**src/rtl/ibex_instr_mem_pkg.sv**
```systemverilog
// Shared types and helpers for the instruction SRAM adapter and its response pipe.
// Holds the response tag carried alongside each granted fetch and the window check.
package ibex_instr_mem_pkg;

   localparam int unsigned MaxReadLatency      = 4;
   localparam int unsigned MaxOutstandingLimit = 4;

   typedef struct packed {
      logic valid;
      logic err;
   } rsp_tag_t;

   // Evaluated in 33 bits so a window ending at 2^32 does not wrap to zero.
   function automatic logic addr_in_range(input logic [31:0] addr,
                                          input logic [31:0] base,
                                          input logic [30:0] size_words);
      logic [32:0] a;
      logic [32:0] lo;
      logic [32:0] hi;
      a  = {1'b0, addr};
      lo = {1'b0, base};
      hi = lo + {size_words, 2'b00};
      return (a >= lo) && (a < hi);
   endfunction

endpackage

```
**src/rtl/ibex_instr_rsp_pipe.sv**
```systemverilog
// Fixed-depth delay line for response tags, with SRAM data joining at stage 1.
// Latency Depth cycles from tag_i to tag_o; no backpressure, clr_i empties it synchronously.
module ibex_instr_rsp_pipe
   import ibex_instr_mem_pkg::*;
#(
   parameter int unsigned Depth = 1
) (
   input  logic        clk_i,
   input  logic        clr_i,
   input  rsp_tag_t    tag_i,
   input  logic [31:0] sram_rdata_i,
   output rsp_tag_t    tag_o,
   output logic [31:0] rdata_o
);

   rsp_tag_t tag_q [Depth];

   always_ff @(posedge clk_i) begin
      if (clr_i) begin
         for (int i = 0; i < Depth; i++) begin
            tag_q[i] <= '0;
         end
      end else begin
         tag_q[0] <= tag_i;
         for (int i = 1; i < Depth; i++) begin
            tag_q[i] <= tag_q[i-1];
         end
      end
   end

   assign tag_o = tag_q[Depth-1];

   if (Depth == 1) begin : gen_direct
      // SRAM data is valid exactly when the tag leaves the single stage.
      assign rdata_o = sram_rdata_i;
   end else begin : gen_staged
      logic [31:0] data_q [1:Depth-1];

      always_ff @(posedge clk_i) begin
         if (clr_i) begin
            for (int i = 1; i < Depth; i++) begin
               data_q[i] <= '0;
            end
         end else begin
            data_q[1] <= sram_rdata_i;
            for (int i = 2; i < Depth; i++) begin
               data_q[i] <= data_q[i-1];
            end
         end
      end

      assign rdata_o = data_q[Depth-1];
   end

endmodule

```
**src/rtl/ibex_instr_sram_adapter.sv**
```systemverilog
// Prefetch-buffer instruction bus responder in front of a 1-cycle-latency SRAM.
// rvalid ReadLatency cycles after gnt; gnt throttled by MaxOutstanding, rvalid never stalls.
module ibex_instr_sram_adapter
   import ibex_instr_mem_pkg::*;
#(
   parameter logic [31:0] MemBase        = 32'h0000_0000,
   parameter int unsigned MemSizeWords   = 4096,
   parameter int unsigned ReadLatency    = 1,
   parameter int unsigned MaxOutstanding = 2
) (
   input  logic                            clk_i,
   input  logic                            rst_i,
   input  logic                            instr_req_i,
   input  logic [31:0]                     instr_addr_i,
   output logic                            instr_gnt_o,
   output logic                            instr_rvalid_o,
   output logic [31:0]                     instr_rdata_o,
   output logic                            instr_err_o,
   output logic                            sram_req_o,
   output logic [$clog2(MemSizeWords)-1:0] sram_addr_o,
   input  logic [31:0]                     sram_rdata_i,
   output logic                            busy_o
);

   localparam int unsigned AW = $clog2(MemSizeWords);
   localparam int unsigned CW = $clog2(MaxOutstanding + 1);

   if (ReadLatency < 1 || ReadLatency > MaxReadLatency) begin : gen_bad_latency
      $error("ibex_instr_sram_adapter: ReadLatency must be 1..4");
   end
   if (MaxOutstanding < 1 || MaxOutstanding > MaxOutstandingLimit) begin : gen_bad_outstanding
      $error("ibex_instr_sram_adapter: MaxOutstanding must be 1..4");
   end
   if (MemSizeWords < 2 || (MemSizeWords & (MemSizeWords - 1)) != 0) begin : gen_bad_size
      $error("ibex_instr_sram_adapter: MemSizeWords must be a power of two >= 2");
   end
   if (MemBase[1:0] != 2'b00) begin : gen_bad_base
      $error("ibex_instr_sram_adapter: MemBase must be word aligned");
   end

   logic [CW-1:0] cnt_q;
   logic [CW-1:0] cnt_d;
   logic          retire;
   logic          gnt;
   logic          in_range;
   logic [31:0]   offset;
   logic          unused_offset;
   logic [31:0]   pipe_rdata;
   rsp_tag_t      push_tag;
   rsp_tag_t      rsp_tag;

   // Outputs are masked while reset is held so nothing granted earlier can be returned,
   // and no new request is accepted into a pipe that is being cleared.
   assign retire   = rsp_tag.valid & ~rst_i;
   assign gnt      = ~rst_i & instr_req_i & ((cnt_q < CW'(MaxOutstanding)) | retire);
   assign in_range = addr_in_range(instr_addr_i, MemBase, 31'(MemSizeWords));

   assign offset        = instr_addr_i - MemBase;
   assign unused_offset = ^offset;

   assign push_tag.valid = gnt;
   assign push_tag.err   = gnt & ~in_range;

   ibex_instr_rsp_pipe #(
      .Depth (ReadLatency)
   ) u_rsp_pipe (
      .clk_i        (clk_i),
      .clr_i        (rst_i),
      .tag_i        (push_tag),
      .sram_rdata_i (sram_rdata_i),
      .tag_o        (rsp_tag),
      .rdata_o      (pipe_rdata)
   );

   assign cnt_d = cnt_q + CW'(gnt) - CW'(retire);

   always_ff @(posedge clk_i) begin
      if (rst_i) begin
         cnt_q <= '0;
      end else begin
         cnt_q <= cnt_d;
      end
   end

   assign instr_gnt_o    = gnt;
   assign instr_rvalid_o = retire;
   assign instr_err_o    = retire & rsp_tag.err;
   assign instr_rdata_o  = (retire & ~rsp_tag.err) ? pipe_rdata : 32'h0;
   assign sram_req_o     = gnt & in_range;
   assign sram_addr_o    = sram_req_o ? offset[2 +: AW] : '0;
   assign busy_o         = ~rst_i & ((cnt_q != '0) | instr_req_i);

`ifndef SYNTHESIS
   logic [ReadLatency-1:0] gnt_hist_q;

   always_ff @(posedge clk_i) begin
      if (rst_i) begin
         gnt_hist_q <= '0;
      end else begin
         gnt_hist_q <= (gnt_hist_q << 1) | ReadLatency'(instr_gnt_o);
      end
   end

   a_gnt_needs_req : assert property (@(posedge clk_i) instr_gnt_o |-> instr_req_i);
   a_no_underflow  : assert property (@(posedge clk_i) disable iff (rst_i)
                                      retire |-> (cnt_q != '0));
   a_cnt_bounded   : assert property (@(posedge clk_i) disable iff (rst_i)
                                      cnt_q <= CW'(MaxOutstanding));
   a_rsp_timing    : assert property (@(posedge clk_i) disable iff (rst_i)
                                      instr_rvalid_o == gnt_hist_q[ReadLatency-1]);
`endif

endmodule

```
**config.mk**
```make
export PLATFORM = sky130hd
export DESIGN_NAME = ibex_instr_sram_adapter
export DESIGN_NICKNAME = d
export VERILOG_FILES = /design/src/rtl/ibex_instr_mem_pkg.sv /design/src/rtl/ibex_instr_rsp_pipe.sv /design/src/rtl/ibex_instr_sram_adapter.sv
export SDC_FILE = /design/constraint.sdc
export NUM_CORES = 1
export LEC_CHECK = 0
export CAP_MARGIN = 5
export CORE_UTILIZATION = 21
export DETAILED_ROUTE_END_ITERATION = 7
export PLACE_DENSITY = 0.81
export SETUP_SLACK_MARGIN = 0.02
export SKIP_LAST_GASP = 1
export SLEW_MARGIN = 15
export SYNTH_ARGS = -nofsm -noshare
export SYNTH_HDL_FRONTEND = slang
export SYNTH_SLANG_ARGS = --single-unit
```
**constraint.sdc**
```tcl
create_clock -name clk_i -period 1.9 [get_ports clk_i]
set_input_delay 0.38 -clock clk_i [delete_from_list [all_inputs] [get_ports clk_i]]
set_output_delay 0.38 -clock clk_i [all_outputs]
set_load 0.02 [all_outputs]
```
* After elaboration in Yosys (flattened, before gate mapping)
Memory sizes are Yosys's and may differ from the RTL's.
Cells that the tools add are included.
Widths: inputs -> output; s select.
** Operators by class
- $add $sub $neg :: 2
- Magnitude comparators :: 2
- Mux-type cells :: 7
- Bitwise logic cells :: 13
- Reductions and logical operators :: 2
** Operators with widths (count)
- $lt 32x15->1 const B :: 1
- $mux 32 :: 1
- $mux 12 :: 1
- $and 1x1->1 :: 8
- $mux 1 :: 4
- $not 1->1 :: 3
- $add 2x1->2 :: 1
- $lt 2x2->1 const B :: 1
- $mux 2 :: 1
- $or 1x1->1 :: 2
- $reduce_bool 2->1 :: 1
- $reduce_or 2->1 :: 1
- $sub 2x1->2 :: 1
** Storage, ports and cells
- Register bits :: 2
- Bits in writable memories :: 2
- Bits of input ports :: 67
- Output and inout port bits :: 49
- Logic and storage cells :: 28
- Memories :: 1
** Memory list
- u_rsp_pipe.tag_q :: words 1, width 2, rd ports 1, clocked after Yosys merged registers in 0, write ports 1, RTL line ibex_instr_rsp_pipe.sv:16 : rsp_tag_t tag_q [Depth];

* Longest topological paths before layout
Gate-level depths: netlist (run 1).
- Depth in word-level cells :: 6
- Mapped depth :: 7
- Depth with buffers taken out :: 7

* Cells and area by module
From an unflattened synthesis (run 1), not the netlist that was laid out.
** Unflattened totals
- Cell total of the unflattened synthesis :: 125
- Area total of the unflattened synthesis :: 907.1 µm²
** Modules (own cells, without submodules)
- ibex_instr_sram_adapter :: instances 1, cells each 89, area an instance 614.3 µm², seq. area each 40.0 µm²
- ibex_instr_rsp_pipe :: instances 1, cells each 36, area an instance 292.8 µm², seq. area each 40.0 µm²

* Least setup slack after synthesis (run 1)
No wires, ideal clock.
- Path kind :: input-to-output
- From :: input rst_i
- To :: output instr_rdata_o[10]
- Data arrival time :: 1412 ps
- Data required time :: 1520 ps
- Path slack :: 108 ps
- Stages on the path :: 4
- Buffers on the path :: 1
- Cells stage by stage :: nor2b_1 and2b_1 clkbuf_2 and2_1
** Between the ends
- Longest elaborated chain between the ends :: 4
** RTL lines
- start: declaration :: RTL line ibex_instr_sram_adapter.sv:12 : input logic rst_i,
- $not 1->1 :: RTL line ibex_instr_sram_adapter.sv:54 : assign retire = rsp_tag.valid & ~rst_i;
- $and 1x1->1 :: RTL line ibex_instr_sram_adapter.sv:54
- $and 1x1->1 :: RTL line ibex_instr_sram_adapter.sv:88 : assign instr_rdata_o = (retire & ~rsp_tag.err) ? pipe_rdata : 32'h0;
- $mux 32 :: RTL line ibex_instr_sram_adapter.sv:88
- end: declaration :: RTL line ibex_instr_sram_adapter.sv:17 : output logic [31:0] instr_rdata_o,
No other way between the ends.

* Worst setup path in the final report (run 1)
- From :: input instr_addr_i[29]
- To :: output sram_addr_o[2]
** Between the ends
- Longest elaborated chain between the ends :: 3
** RTL lines
- start: declaration :: RTL line ibex_instr_sram_adapter.sv:14 : input logic [31:0] instr_addr_i,
- $lt 32x15->1 :: RTL line ibex_instr_mem_pkg.sv:23 : return (a >= lo) && (a < hi);
- $and 1x1->1 :: RTL line ibex_instr_sram_adapter.sv:89 : assign sram_req_o = gnt & in_range;
- $mux 12 :: RTL line ibex_instr_sram_adapter.sv:90 : assign sram_addr_o = sram_req_o ? offset[2 +: AW] : '0;
- end: declaration :: RTL line ibex_instr_sram_adapter.sv:20 : output logic [$clog2(MemSizeWords)-1:0] sram_addr_o,
No other way between the ends.

==> results.json, run 1 <==
{
  "htreeDepth": 1,
  "port_buffers": 113,
  "synthTopCellsByArea": "and2_1 34%, nor3_2 14%, dfxtp_1 12%",
  "n_antenna_cell": 0,
  "syn_area_sq_um": 667,
  "num_io_pins": 116,
  "place_hpwl_microns": 2420,
  "synth-compound-area-share_pct": 1.13,
  "synth.avg_cell_area_sq_um": 7.17,
  "yosysSeqAreaShare_pct": 12.0,
  "drt_iter0_drc": 14,
  "yosysTopAreaCell": "and2_1",
  "yosys_most_used_dff": "dfxtp_1",
  "grt_pass1_wl_microns": 4470,
  "yosys_register_bits": 4,
  "internal-power_w": 0.000328,
  "synth_cell_types": 20,
  "p_leak_nw": 0.946,
  "final.setup_skew_ns": 0.000336,
  "postCtsSetupRepairBufs": 0,
  "routed_wl_microns": 3100,
  "clkPwrFrac_pct": 21.7,
  "ir_worst_vdd_uv": 287,
  "fin_crit_ns": 1.85,
  "grt-ovfl-total": 0,
  "cp_max_fo": 5,
  "synth_adder_area_share_pct": 3.75,
  "hold_class": "in2reg",
  "start_util_pct": 22.0,
  "dp_cells": 254,
  "dr.pass1.iters": 2,
  "syn2layout_area_growth_pct": 176,
  "vias_per_cell": 4.13,
  "synth_cells": 93,
  "drc": 0,
  "fp.dieW_microns": 58.4,
  "clk_latency_ns": 0.23,
  "yosys_warnings": 0,
  "hold_viol": 0,
  "drtAntennaViolNets": 0,
  "die-area_sq_um": 3410,
  "synth.most_common_cell": "and2_1",
  "total_power_w": 0.000469,
  "dr_total_vias": 1073,
  "clk_path_buf_depth": 2,
  "slew_headroom_pct": 79.4,
  "crit_arrival_ns": 1.47,
  "tightest_slew_ns": 0.307,
  "synth_xor_area_share_pct": 1.31,
  "period_share_pct": 97.4,
  "drive_gt1_share_pct": 43.5,
  "synth_edf_count": 0,
  "core.rowCount": 20,
  "yosys-mux-area-fraction_pct": 0,
  "cts_root_buffer": "clkbuf_4",
  "synth.top_cell.area_share_pct": 33.8,
  "swShare_pct": 30.1,
  "p_comb_share_pct": 57.5,
  "synth_async_sr_flop_share_pct": 0,
  "cts-buffers-inserted": 3,
  "p_seq_share_pct": 20.8,
  "grt_start_max_net_pins": 33,
  "synth_common_cells": "36 x and2_1, 14 x inv_1, 9 x nor3_2",
  "drv_cap": 0,
  "fp.dieH_microns": 58.4,
  "outcome": "completed",
  "setup_viol": 0,
  "critPathCaptureType": "output port",
  "crit_type": "in2out",
  "globalplace.congestion": 0.772,
  "cp.required_ns": 1.52,
  "switchingPower_w": 0.000141,
  "crit_path_start_kind": "input pin",
  "antenna_found_initial": 0,
  "synth-simple-area-share_pct": 68.3,
  "p_per_area_nw_per_um2": 255,
  "rsz0062_at_grt": "true",
  "grt_pass1_vias": 1022,
  "clock-sinks": 4,
  "cts_hold_buf": 0,
  "routedWlPerCell_microns": 11.9,
  "instances_no_fill": 260,
  "core_sq_um": 3030,
  "syn-num-nets": 162,
  "synth_top_family_by_area": "simple AND/OR/NAND/NOR gates",
  "slew_violations": 0,
  "fmax_ghz": 0.540,
  "clk_pin_slew_worst_paths_ns": 0.03,
  "final_nets": 287,
  "cts_tree": "built",
  "track_usage_pct": 17.2
}
state kept, by name, summed over array words and instances (netlist names):
| signal | flops |
|---|---|
| cnt_q | 2 |
| u_rsp_pipe.tag_q | 2 |
kinds of logic after synthesis:
family / count (synthesis)
and+or+nand+nor: 66
AOI/OAI and AO/OA: 1
buffers and inverters: 19
xor gates and xnor gates: 1
adders and majority gates: 2
DFF: 4
metrics by stage:
| step | cell area (sq um) | hold slack (ns) | worst slack, ns | setup TNS [ns] | utilization [%] |
|---|---|---|---|---|---|
| floorplan | 667 | 0.452 | 0.108 | 0 | - |
| global placement | 1900 | 0.562 | -0.687 | -26.65 | 62.6 |
| detailed placement | 1900 | 0.574 | -0.749 | -28.12 | 62.6 |
| CTS | 1920 | 0.478 | -0.0436 | -0.764 | 63.5 |
| global route | 1840 | 0.476 | -0.0135 | -0.0234 | 60.7 |
| finish | 1840 | 0.455 | 0.0491 | 0 | 60.7 |
cell usage in the layout (no fill, tap or decap), drive strengths merged, types with 2 or more instances in the layout:
cell,count
nor2b,3
nor3,14
dfxtp,4
clkdlybuf4s50,44
buf,64
clkdlybuf4s15,3
clkbuf,9
inv,14
nor4,4
ha,2
and2,36
nor2,4
dlygate4sd2,8
critical path, cell delays in order:
cell and delay [ns]:
buf_6 0.09, nor4_4 0.35, nand4_4 0.16, buf_8 0.18, nor3_4 0.16, buf_6 0.14
timing repair:
action	in CTS	in global routing
pin swaps	13	12
cloned	2	1
setup endpoints to repair	50	45
resized for setup	243	48
routing by layer:
metal | track usage [%] | share of wire [%] | vias to the layer above
li1 | - | - | 536
met1 | 15.8 | 30 | 461
met2 | 35.8 | 57 | 72
met4 | 6.12 | 0.90 | 0
met3 | 4.18 | 12 | 4
met5 | 0 | 0 | -
final timing paths:
check / start / endpoint / slack [ns] / cells after the start
worst max register to register: u_rsp_pipe.tag_q[0][1] / cnt_q[1] / 0.35 / 8
worst max-delay path: instr_addr_i[29] / sram_addr_o[2] / 0.05 / 6
worst min register to register: cnt_q[1] / cnt_q[1] / 0.63 / 3
worst min-delay path: instr_addr_i[29] / u_rsp_pipe.tag_q[0][0] / 0.45 / 4
layout make-up:
class / count / area (sq um)
fill: 292 / 1190
timing repair buffer: 125 / 1050
multi-input combinational: 70 / 583
sequential: 4 / 80.1
tap: 44 / 55.1
inverter: 14 / 52.6
clock buffer: 3 / 22.5
power by group through the flow:
stage | sequential (W) | combinational (W) | clock [W]
2_1_floorplan | 0.0000985 | 0.0000882 | 0
3_3_place_gp | 0.0000985 | 0.000280 | 0
3_5_place_dp | 0.0000987 | 0.000288 | 0
4_1_cts | 0.0000975 | 0.000271 | 0.000108
5_1_grt | 0.0000985 | 0.000291 | 0.000111
6_report | 0.0000975 | 0.000269 | 0.000102
Power figures use the tool's default switching activity.
==> run 2, diff against run 1 <==
Settings changed: CORE_UTILIZATION 21 to 26, PLACE_DENSITY 0.81 to 0.82, SYNTH_HIERARCHICAL from default to 1.
==> run 2 against run 1 <==
Register-to-register slack worse by 0.10 ns. Cell area rose by 21%. Largest power group unchanged. Worst setup slack got worse by 0.28 ns. Combinational power about the same. The run now ends with setup timing left. Cell count rose by 4.6%. Via count increased by 2.6%. Sequential share of layout area shrank 0.75 points. Critical path type unchanged. Flip-flop and latch count is the same.
==> results.json, run 2 <==
{
  "outcome": "finished, violations left",
  "violations": "setup timing",
  "vias_per_cell": 4.05,
  "total_power_w": 0.000474,
  "syn2layout_area_growth_pct": 145,
  "clock-sinks": 4,
  "finalWorstSetupSlack_ns": -0.231,
  "port_buffers": 113,
  "core_sq_um": 3340,
  "p_leak_nw": 1.15,
  "tightest_slew_ns": 0.307,
  "path_cells": "clkbuf_2 > or4_4 > nand4bb_4 > buf_16 > nor3_4 > buf_6",
  "setup_viol": 13,
  "cp_num_buf_inv": 3,
  "cts-buffers-inserted": 3,
  "dr_total_vias": 1101,
  "grt-ovfl-total": 0,
  "syn-num-nets": 194,
  "fin_crit_ns": 2.13,
  "slew_headroom_pct": 79.4,
  "cp_max_fo": 6,
  "clk_latency_ns": 0.24,
  "dpl_cell_area_sq_um": 2030,
  "synth.avg_cell_area_sq_um": 7.26,
  "yosysTopAreaCell": "buf_4",
  "slew_violations": 0,
  "p_per_area_nw_per_um2": 213,
  "drive_gt1_share_pct": 49.6,
  "final_cell_mix": "47 x clkdlybuf4s50_1, 36 x buf_6, 20 x buf_4",
  "yosys_warnings": 6,
  "synth_common_cells": "34 x and2_1, 32 x buf_4, 14 x inv_1",
  "fp.dieH_microns": 61.1,
  "core.rowCount": 21,
  "yosysSeqAreaShare_pct": 8.83,
  "synthTopCellsByArea": "buf_4 26%, and2_1 23%, dfxtp_1 8.8%",
  "drt_iter0_drc": 11,
  "fin_hold_ws_ns": 0.427,
  "instances_no_fill": 272,
  "final_nets": 297,
  "fp.dieW_microns": 61.1,
  "dr.pass1.iters": 2,
  "yosys_most_used_dff": "dfxtp_1",
  "fmax_ghz": 0.469,
  "rsz0062_at_grt": "true",
  "routed_wl_microns": 3500,
  "drv_cap": 0,
  "globalplace.congestion": 0.710,
  "grt_start_max_net_pins": 10,
  "drc": 0,
  "htreeDepth": 1,
  "cp.required_ns": 1.52,
  "routedWlPerCell_microns": 12.8,
  "drtAntennaViolNets": 0,
  "synth_cell_types": 20,
  "cp_slowest_cell": "or4_4",
  "synth_edf_count": 0,
  "num_io_pins": 116,
  "track_usage_pct": 17.6,
  "ir_worst_vdd_uv": 227,
  "n_antenna_cell": 0,
  "clk_pin_slew_worst_paths_ns": 0.04,
  "period_share_pct": 112,
  "critPathCaptureType": "output port",
  "place_hpwl_microns": 2420,
  "critPathTopFamily": "simple AND/OR/NAND/NOR gates",
  "finalSetupTns_ns": -2.63,
  "crit_type": "in2out",
  "dp_cells": 262,
  "biggestRegsByFlops": "cnt_q x2, u_rsp_pipe/tag_q x2",
  "final_common_cell": "clkdlybuf4s50_1",
  "cts_hold_buf": 0,
  "final.setup_skew_ns": 0.000942,
  "yosys_register_bits": 4,
  "synth.top_cell.area_share_pct": 26.5,
  "cts_root_buffer": "clkbuf_4",
  "finish.instance_area_sq_um": 2220,
  "cts_tree": "built",
  "max_stage_delay_ns": 0.52,
  "start_util_pct": 27.2,
  "antenna_found_initial": 0,
  "synth_async_sr_flop_share_pct": 0,
  "grt_pass1_vias": 1025,
  "synth.most_common_cell": "and2_1",
  "crit_path_start_kind": "input pin",
  "die-area_sq_um": 3730,
  "hold_viol": 0,
  "clk_path_buf_depth": 2,
  "grt_pass1_wl_microns": 4740,
  "hold_class": "in2reg",
  "syn_area_sq_um": 907,
  "crit_arrival_ns": 1.75,
  "synth_cells": 125
}
==> run 2: per-stage QoR <==
stage / utilization (%) / setup WS [ns]
CTS: 64.1 / -0.307
floorplan: - / -0.0866
global placement: 60.7 / -0.960
detailed placement: 60.7 / -0.976
global route: 66.6 / -0.304
finish: 66.6 / -0.231
==> run 2: final timing paths <==
| kind | from | depth (start not counted) | end | slack, ns |
|---|---|---|---|---|
| worst max-delay path | instr_addr_i[29] | 6 | sram_addr_o[4] | -0.23 |
| worst min register to register | cnt_q[1] | 3 | cnt_q[1] | 0.63 |
| worst min-delay path | rst_i | 3 | u_rsp_pipe/tag_q[0][0] | 0.43 |
| worst max register to register | u_rsp_pipe/tag_q[0][1] | 9 | cnt_q[1] | 0.25 |
==> run 2: report_power, final <==
part	internal [W]	leakage, nW	switching (W)	total, W
Sequential	0.0000911	0.0328	0.00000358	0.0000947
Combinational	0.000175	1.11	0.0000914	0.000266
Clock	0.0000712	0.0138	0.0000422	0.000113
Total	0.000337	1.15	0.000137	0.000474
==> run 2: final cells by class <==
class / instances / area (sq um)
clock buffer: 3 / 22.5
fill: 306 / 1110
inverter: 14 / 52.6
multi-input combinational: 70 / 676
sequential: 4 / 80.1
tap: 46 / 57.6
timing repair buffer: 135 / 1340
==> run 2: what timing repair did <==
| action | 4_1_cts | 5_1_grt |
|---|---|---|
| setup buffers | 1 | 0 |
| endpoints found under the setup margin | 51 | 47 |
| cloned | 5 | 1 |
| gates resized for setup | 299 | 21 |
| pin swaps | 10 | 9 |
==> run 2: logic make-up after synthesis <==
group / count (synthesis) / synth area share [%]
XOR/XNOR: 1 / 0.966
buffers and inverters: 51 / 35.2
AO/OA/AOI/OAI: 1 / 1.38
AND/OR/NAND/NOR: 66 / 50.9
flip-flops: 4 / 8.83
adder cells (fa/ha/maj): 2 / 2.76
==> run 2: worst min-delay path, delay by kind of cell <==
kind                   cells  cell delay (ns)
AND/OR/NAND/NOR            1             0.03
buffers and inverters      2             0.21
==> run 2: layer usage <==
layer	wire (microns)	global-route usage, %	up-vias
met3	161	1.89	2
met4	20	3.90	0
met1	1250	18.5	498
li1	-	-	561
met2	2060	36.5	40
met5	0	0	-
